File: src/rtl/osiris_i_pkg.sv
`default_nettype none
// ============================================================================
// Module      : osiris_i_pkg
// Description : Shared types and constants for the Osiris I pipeline.
//               Holds the fetch FSM state type, the canonical NOP encoding
//               and the default reset PC.
// Revision    : 1.0 - initial release
// ============================================================================
package osiris_i_pkg;

   // addi x0, x0, 0
   localparam logic [31:0] NOP_INSTR        = 32'h0000_0013;
   localparam logic [31:0] RESET_PC_DEFAULT = 32'h0000_0000;

   // Fetch FSM. Explicit 2-bit encoding keeps the state register width fixed.
   typedef enum logic [1:0] {
      S_REQ  = 2'd0,   // request pending at r_pc
      S_WAIT = 2'd1,   // granted, waiting for the response
      S_HOLD = 2'd2,   // instruction buffered and presented
      S_DROP = 2'd3    // granted request made stale by a redirect
   } fetch_state_t;

endpackage : osiris_i_pkg
`default_nettype wire

File: src/rtl/if_fetch.sv
`default_nettype none
// ============================================================================
// Module      : if_fetch
// Description : Instruction-fetch stage. Owns the program counter, issues a
//               single outstanding word request per fetch over a
//               req/gnt/rvalid handshake, and presents {pc, pc+4, instr,
//               valid} to the IF/ID register. Honours hazard stalls and EX
//               redirects, discarding responses made stale by a redirect.
// Ports       : clk, rst            - clock, synchronous active-high reset
//               i_stall_IF          - hold the presented instruction
//               i_pcsrc_EX          - one-cycle redirect strobe
//               i_pctarget_EX       - redirect target (word aligned)
//               o_imem_req/addr     - fetch request and address
//               i_imem_gnt          - request accepted this cycle
//               i_imem_rvalid/rdata - instruction response
//               o_pc_IF, o_pcplus4_IF, o_instr_IF, o_instr_valid_IF
//                                   - presented fetch packet
// Revision    : 1.0 - initial release
// ============================================================================
module if_fetch
   import osiris_i_pkg::*;
#(
   parameter int                    DATA_WIDTH = 32,
   parameter logic [DATA_WIDTH-1:0] RESET_PC   = DATA_WIDTH'(RESET_PC_DEFAULT)
) (
   input  logic                  clk,
   input  logic                  rst,
   input  logic                  i_stall_IF,
   input  logic                  i_pcsrc_EX,
   input  logic [DATA_WIDTH-1:0] i_pctarget_EX,
   output logic                  o_imem_req,
   output logic [DATA_WIDTH-1:0] o_imem_addr,
   input  logic                  i_imem_gnt,
   input  logic                  i_imem_rvalid,
   input  logic [DATA_WIDTH-1:0] i_imem_rdata,
   output logic [DATA_WIDTH-1:0] o_pc_IF,
   output logic [DATA_WIDTH-1:0] o_pcplus4_IF,
   output logic [DATA_WIDTH-1:0] o_instr_IF,
   output logic                  o_instr_valid_IF
);

   localparam logic [DATA_WIDTH-1:0] c_four       = DATA_WIDTH'(4);
   localparam logic [DATA_WIDTH-1:0] c_align_mask = ~DATA_WIDTH'(3);
   localparam logic [DATA_WIDTH-1:0] c_nop        = DATA_WIDTH'(NOP_INSTR);

   fetch_state_t          r_state;
   logic [DATA_WIDTH-1:0] r_pc;
   logic [DATA_WIDTH-1:0] r_instr;

   logic [DATA_WIDTH-1:0] w_pc_plus4;
   logic [DATA_WIDTH-1:0] w_target;
   logic                  w_advance;

   // Addition wraps naturally modulo 2^DATA_WIDTH.
   assign w_pc_plus4 = r_pc + c_four;
   // Low bits forced to zero so r_pc stays word aligned even on a bad target.
   assign w_target   = i_pctarget_EX & c_align_mask;
   // In S_HOLD, the held instruction retires into IF/ID and the next fetch
   // is launched in the same cycle.
   assign w_advance  = (r_state == S_HOLD) && !i_pcsrc_EX && !i_stall_IF;

   // ------------------------------------------------------------------------
   // Request side
   // ------------------------------------------------------------------------
   always_comb begin
      o_imem_req  = 1'b0;
      o_imem_addr = r_pc;
      if (r_state == S_REQ) begin
         o_imem_req = 1'b1;
      end else if (w_advance) begin
         o_imem_req  = 1'b1;
         o_imem_addr = w_pc_plus4;
      end
      // Memory shares rst; never hand it a request while it is resetting.
      if (rst) begin
         o_imem_req = 1'b0;
      end
   end

   // ------------------------------------------------------------------------
   // Presented packet: registered state only, no path from i_imem_rdata.
   // ------------------------------------------------------------------------
   always_comb begin
      o_instr_valid_IF = (r_state == S_HOLD);
      o_pc_IF          = r_pc;
      o_pcplus4_IF     = w_pc_plus4;
      o_instr_IF       = o_instr_valid_IF ? r_instr : c_nop;
   end

   // ------------------------------------------------------------------------
   // FSM, PC and instruction buffer
   // ------------------------------------------------------------------------
   always_ff @(posedge clk) begin
      if (rst) begin
         r_state <= S_REQ;
         r_pc    <= RESET_PC;
         r_instr <= c_nop;
      end else begin
         unique case (r_state)
            S_REQ: begin
               if (i_pcsrc_EX) begin
                  r_pc <= w_target;
                  // A granted request for the old PC must have its data dropped.
                  r_state <= i_imem_gnt ? S_DROP : S_REQ;
               end else if (i_imem_gnt) begin
                  r_state <= S_WAIT;
               end
            end
            S_WAIT: begin
               if (i_pcsrc_EX) begin
                  r_pc    <= w_target;
                  r_state <= i_imem_rvalid ? S_REQ : S_DROP;
               end else if (i_imem_rvalid) begin
                  r_instr <= i_imem_rdata;
                  r_state <= S_HOLD;
               end
            end
            S_HOLD: begin
               if (i_pcsrc_EX) begin
                  r_pc    <= w_target;
                  r_state <= S_REQ;
               end else if (!i_stall_IF) begin
                  r_pc    <= w_pc_plus4;
                  r_state <= i_imem_gnt ? S_WAIT : S_REQ;
               end
            end
            S_DROP: begin
               if (i_pcsrc_EX) begin
                  r_pc    <= w_target;
                  r_state <= i_imem_rvalid ? S_REQ : S_DROP;
               end else if (i_imem_rvalid) begin
                  r_state <= S_REQ;
               end
            end
            default: r_state <= S_REQ;
         endcase
      end
   end

endmodule : if_fetch
`default_nettype wire

File: config.mk
export PLATFORM = sky130hd
export DESIGN_NAME = if_fetch
export DESIGN_NICKNAME = d
export VERILOG_FILES = /design/src/rtl/osiris_i_pkg.sv /design/src/rtl/if_fetch.sv
export SDC_FILE = /design/constraint.sdc
export NUM_CORES = 1
export LEC_CHECK = 0
export BUFFER_PORTS_ARGS = -buffer_cell sky130_fd_sc_hd__buf_2
export CAP_MARGIN = 0
export CORE_ASPECT_RATIO = 0.75
export CORE_MARGIN = 8
export CORE_UTILIZATION = 45
export CTS_BUF_LIST = sky130_fd_sc_hd__clkbuf_4 sky130_fd_sc_hd__clkbuf_8 sky130_fd_sc_hd__clkbuf_16
export DETAILED_ROUTE_END_ITERATION = 6
export GPL_TIMING_DRIVEN = 1
export PLACE_DENSITY = 0.79
export SKIP_LAST_GASP = 1
export SYNTH_ARGS = -nofsm -noshare
export SYNTH_HDL_FRONTEND = slang
export SYNTH_SLANG_ARGS = --single-unit
File: constraint.sdc
create_clock -name clk -period 4.2 [get_ports clk]
set_input_delay 0.63 -clock clk [delete_from_list [all_inputs] [get_ports clk]]
set_output_delay 0.63 -clock clk [all_outputs]
set_load 0.05 [all_outputs]
==> Yosys cells after proc, flatten, opt, wreduce, memory -nomap -nowiden <==
Index checks and enable logic that the tools add are counted.
{ "totals": {"regBits": 66, "input_bits": 70, "out_inout_bits": 130} }
{ "op_classes": {"add_sub_neg": 1, "eq_ne": 8, "mux": 22, "bitwise_logic": 1, "n_reduce_logical": 9} }
{ "op_table": {"columns": ["cell", "n"], "rows": [
  ["$mux W32", 6],
  ["$pmux W32 S2", 1],
  ["$add A32 B3 Y32 const B", 1],
  ["$mux W2", 10],
  ["$ne A3 B3 Y1 const B", 4],
  ["$pmux W2 S4", 1],
  ["$eq A2 B2 Y1 const B", 2],
  ["$mux W1", 4],
  ["$reduce_and A4 Y1", 1],
  ["$reduce_and A3 Y1", 1],
  ["$reduce_or A3 Y1", 1],
  ["$eq A2 B1 Y1 const B", 1],
  ["$logic_and A1 B1 Y1", 2],
  ["$logic_not A1 Y1", 2],
  ["$logic_not A2 Y1", 1],
  ["$ne A2 B1 Y1 const B", 1],
  ["$reduce_and A2 Y1", 1],
  ["$not A1 Y1", 1]
]} }

==> Longest topological paths before layout <==
{ "depth": {"word_depth": 6, "depth_mapped": 8, "mapped_depth_nobuf": 6} }

==> Worst setup path before layout <==
No wires, ideal clock.
{ "synth_timing": {"path_type": "register -> output", "from": "reg r_pc[3] (netlist: o_pc_IF[3])", "to": "out o_imem_addr[30]", "arrival_time_ps": 2856, "setup_slack_ps": 714, "stages_incl_launch_ff": 8, "path_buffers": 1, "path_cell_list": "dfxtp_1 -> ha_1 -> and3_2 -> nand2_2 -> or4_4 -> buf_6 -> nor2_2 -> xor2_1"} }
{ "synth_via": {"elab_chain_len": 3} }
{ "synth_lines": {"columns": ["element", "line", "source"], "rows": [
  ["start: declaration", "if_fetch.sv:47", "logic [DATA_WIDTH-1:0] r_pc;"],
  ["start signal: assignment", "if_fetch.sv:102", "r_pc <= w_target;"],
  ["start signal: assignment", "if_fetch.sv:111", "r_pc <= w_target;"],
  ["start signal: assignment", "if_fetch.sv:120", "r_pc <= w_target;"],
  ["$add A32 B3 Y32", "if_fetch.sv:55", "assign w_pc_plus4 = r_pc + c_four;"],
  ["$mux W32", "if_fetch.sv:70", "end else if (w_advance) begin"],
  ["$mux W32", "if_fetch.sv:68", "if (r_state == S_REQ) begin"],
  ["end: declaration", "if_fetch.sv:32", "output logic [DATA_WIDTH-1:0] o_imem_addr,"]
]} }
No other way between the ends.

==> Worst setup path after layout <==
{ "layout_timing": {"from": "reg r_pc[2] (netlist: o_pc_IF[2])", "to": "out o_imem_addr[16]"} }
Same word-level chain as after synthesis.

==> summary by stage <==
Layout
The repair_antennas step left the layout with diodes totalling 0. In the final design database the tool counted roughly 800 nets. The layout cell share with drive strength beyond 1 is approximately a third.

The area added between synthesis and finish is 26.8%. After routing the design area is about 5500 um^2.

Synthesis
The mean post-synth cell area is about 7.5 um^2. The post-synthesis async set-or-reset flop share is 0%. The cell type with the largest total area after synthesis is dfxtp_1. In this run, synthesis inferred 0 flip-flops with an integrated enable. The synthesized flop and latch total is 64. Ranked by total cell area, the synthesized netlist is headed by dfxtp_1 (30%), xnor2_1 (11%), nand2_1 (8.7%).

The commonest cells after synthesis are nand2_1 (100), dfxtp_1 (64), xnor2_1 (56). The netlist uses 52 different library cells. In the synthesized netlist the dominant register cell turns out to be dfxtp_1. Synthesis handed over a netlist of 579 instances. The cell area that synthesis handed to floorplanning was 4330 um^2. The count of yosys warnings during synthesis is 0. The sequential share of the synthesized area is 29.6%.

The fraction of synthesized cell area taken by the top area cell type is about 30%. The most common cell in the synthesized netlist is nand2_1.

STA
The final-report max-slew violation count was 0. Setup repair after global routing left no endpoint under its margin. For the finished layout, the period the worst path requires is between 3 and 4 ns. The share of the clock period used by the worst path after layout is around four fifths. The final-report hold violation count is 0.

At the pin with the least slew margin, the transition time is between 1 and 1.5 ns. Static timing analysis puts the maximum clock frequency at just under 300 MHz. The relative max-transition margin is 18.9%. The setup TNS is 0 ns.

The number of setup violations in the final report is 0. Clock skew on the completed layout was measured at 0.00627 ns.

Detailed routing
In the routed design, unresolved DRC markers number 0. The total via count in the routed design is about 4400. The pre-antenna-repair detailed-routing pass consisted of 4 iterations. The number of design-rule violations left by the first detailed-router iteration is roughly 300. The via count normalized by instance count is 5.07.

The mean routed wirelength per cell is ~16 um. The total wire length after detailed routing is 13600 um. The antenna violation net count after detailed routing is 0.

Clock tree
The clock slew at the register clock pins of the worst setup and hold paths is 0.06 ns. TritonCTS built the clock tree. The count of clock tree sinks is 64.

Buffers added to address setup during post-CTS repair amount to 0. The post-cts hold buffer count is 0. The total number of H-tree levels is 3.

After clock tree synthesis, the repair step resized 0 gates. The clock insertion delay at the later pin of the skew report is about 0.33 ns. Buffers inserted during clock tree synthesis total 9.

In this run the deepest clock path goes through 2 buffers. The tree is rooted in a clkbuf_16.

Run status
The flow ran to the end, and the final reports show no timing, DRC or antenna violations.

Setup path
Counting cells, the worst reg-to-reg path comes to 6. The launch instance of the worst register-to-register path is o_pc_IF[2]. The endpoint of the worst register-to-register path is o_pc_IF[28]. At the worst endpoint, the required time is approximately 3.6 ns. The peak fanout along the critical path is 7. The standard cell with the maximum stage delay on the critical path is dfxtp_1. The element type at the critical path end is an output pin. Traced cell by cell, the critical path runs through ha_1 -> nand3_1 -> nor2_1 -> nand3_1 -> nor2_1 -> xor2_1 -> buf_2. The delay contributed by the slowest stage of the critical path is 0.49 ns. The setup check on the worst reg-to-reg path leaves a slack of about 1.9 ns. STA puts the critical path data arrival time at 2.73 ns. The critical path class is reg -> out. The element type at the critical path start is a flop.

Place
After detailed placement, the total cell area comes to just over 5000 um^2. In this run the tool buffered the top-level ports with around 190 buffer cells. The sum of net half-perimeters after detailed placement is ~10000 um.

The placer's final routability congestion estimate is just under 0.9.

GRT
The via count of the first global-routing pass is about 4200. Entering global routing, the biggest net connects 66 pins. The number of antenna violations at the first check in global routing is 0. The met3 routing resource usage after global routing is 5.55%. After global routing the overflow that remains totals 0. In this run the most used layer during global routing was met2. The first global-routing pass estimated ~21000 um of wire. Global routing consumed, over all layers together, around a fifth of the routing resources.

For met1 alone, demand over resource in global routing was 24.5%. Global routing consumed, on the met2 layer, between 30% and 40% of the routing resources.

Floorplan
The total I/O pin count is 200. The floorplan step defined a die boundary enclosing 13100 um^2. The die is between 100 and 150 um tall.

After floorplanning, the core was divided into 31 placement rows. The effective utilization at floorplan is between 40 and 50%. In this run the standard cell core region covers between 9000 and 10000 um^2. The die outline width is approximately 130 um.

Min path
The path category of the worst min-delay check is reg -> reg. The destination of the worst hold path is r_instr[26]. The worst hold path passes through 2 cells. The startpoint identified for the worst hold timing path is r_instr[26].

Pwr
Power spread over the standard cell area amounts to 357 nW/um^2. The static leakage is about 0.0025 uW. The worst-case IR drop observed on VDD is about 0.23 mV.

Flow run
Across the run, the number of max-cap violations was 0.
where the power goes:
part	total [uW]	leakage (uW)	internal [uW]	switching (uW)
Clock	813	0.000157	525	287
Combinational	458	0.00186	122	336
Sequential	689	0.000524	635	54.3
Total	1960	0.00254	1280	678
per-stage QoR:
step | total power (uW) | util (%) | setup slack, ns | instances | hold slack (ns)
detailed placement | 1160 | 54.4 | 1.20 | 852 | 0.443
finish | 1960 | 57.8 | 0.844 | 868 | 0.449
global placement | 1150 | 54.4 | 1.26 | 852 | 0.436
floorplan | 1050 | - | 0.714 | 584 | 0.429
CTS | 1970 | 57.8 | 0.847 | 868 | 0.451
global route | 2030 | 57.8 | 0.512 | 868 | 0.466
worst max-delay path by stage:
stage	from	to	depth (start not counted)
6_report	o_pc_IF[2]	o_imem_addr[16]	7
2_1_floorplan	o_pc_IF[3]	o_imem_addr[30]	7
3_5_place_dp	o_pc_IF[5]	o_imem_addr[27]	6
4_1_cts	o_pc_IF[5]	o_imem_addr[27]	6
5_1_grt	o_pc_IF[6]	o_imem_addr[27]	6
3_3_place_gp	o_pc_IF[2]	o_imem_addr[16]	7
metal layers:
metal / wire, um / share of wire, %
met1: 5690 / 42
met2: 6600 / 48
met3: 1060 / 7.8
met4: 287 / 2.1
met5: 0 / 0
cells in the final DEF (no fill, tap or decap), drive strengths merged, types with 2 or more instances in the layout:
cell    netlist  routed
or4           2       2
xor2         29      29
dfxtp        64      64
nand3        28      28
nor3b         2       2
nand2       103     103
o21a         15      15
a21oi        48      48
nand2b        3       3
mux2i         4       4
nand3b        5       5
buf          25     194
and4          5       5
nor2b         9       9
nor3         10      10
clkbuf       33       9
bufinv        0       2
and3          3       3
inv          21      23
conb          1       6
nor4         10      10
and2         31      31
nor2         39      39
o21ai         8       8
clkinv        0       2
xnor2        56      56
nand4        16      16
flip-flops by register name, summed over array words and instances, names as in the netlist:
name and flops:
r_instr 32, r_state 2, o_pc_IF 30
area by class of cell:
type                            instances  area [um^2]
Inverter                               21         78.8
Clock inverter                          7          103
Timing Repair Buffer                  194          978
Multi-Input combinational cell        441         2660
Clock buffer                            9          225
Sequential cell                        64         1280
Tap cell                              132          165
Fill cell                             894         4010
cell families (layout without fill, tap and decap cells):
family | after synthesis | count (layout) | synth area share (%)
flip-flops | 64 | 64 | 29.6
multiplexers | 4 | 4 | 0.924
XOR/XNOR | 85 | 85 | 17.2
buffers and inverters | 79 | 231 | 9.44
AND/OR/NAND/NOR | 269 | 269 | 32.6
adder cells (fa/ha/maj) | 1 | 1 | 0.289
AO/OA/AOI/OAI | 76 | 76 | 9.93
other | 1 | 6 | 0.0865
worst max-delay path: cells and delay by family, from the launching register on:
kind | cells | cell delay (ns)
fa+ha+maj | 1 | 0.30
simple gates | 4 | 1.13
buf+inv | 1 | 0.29
flops | 1 | 0.49
xor+xnor | 1 | 0.17
(Power assumes the default switching activity.)
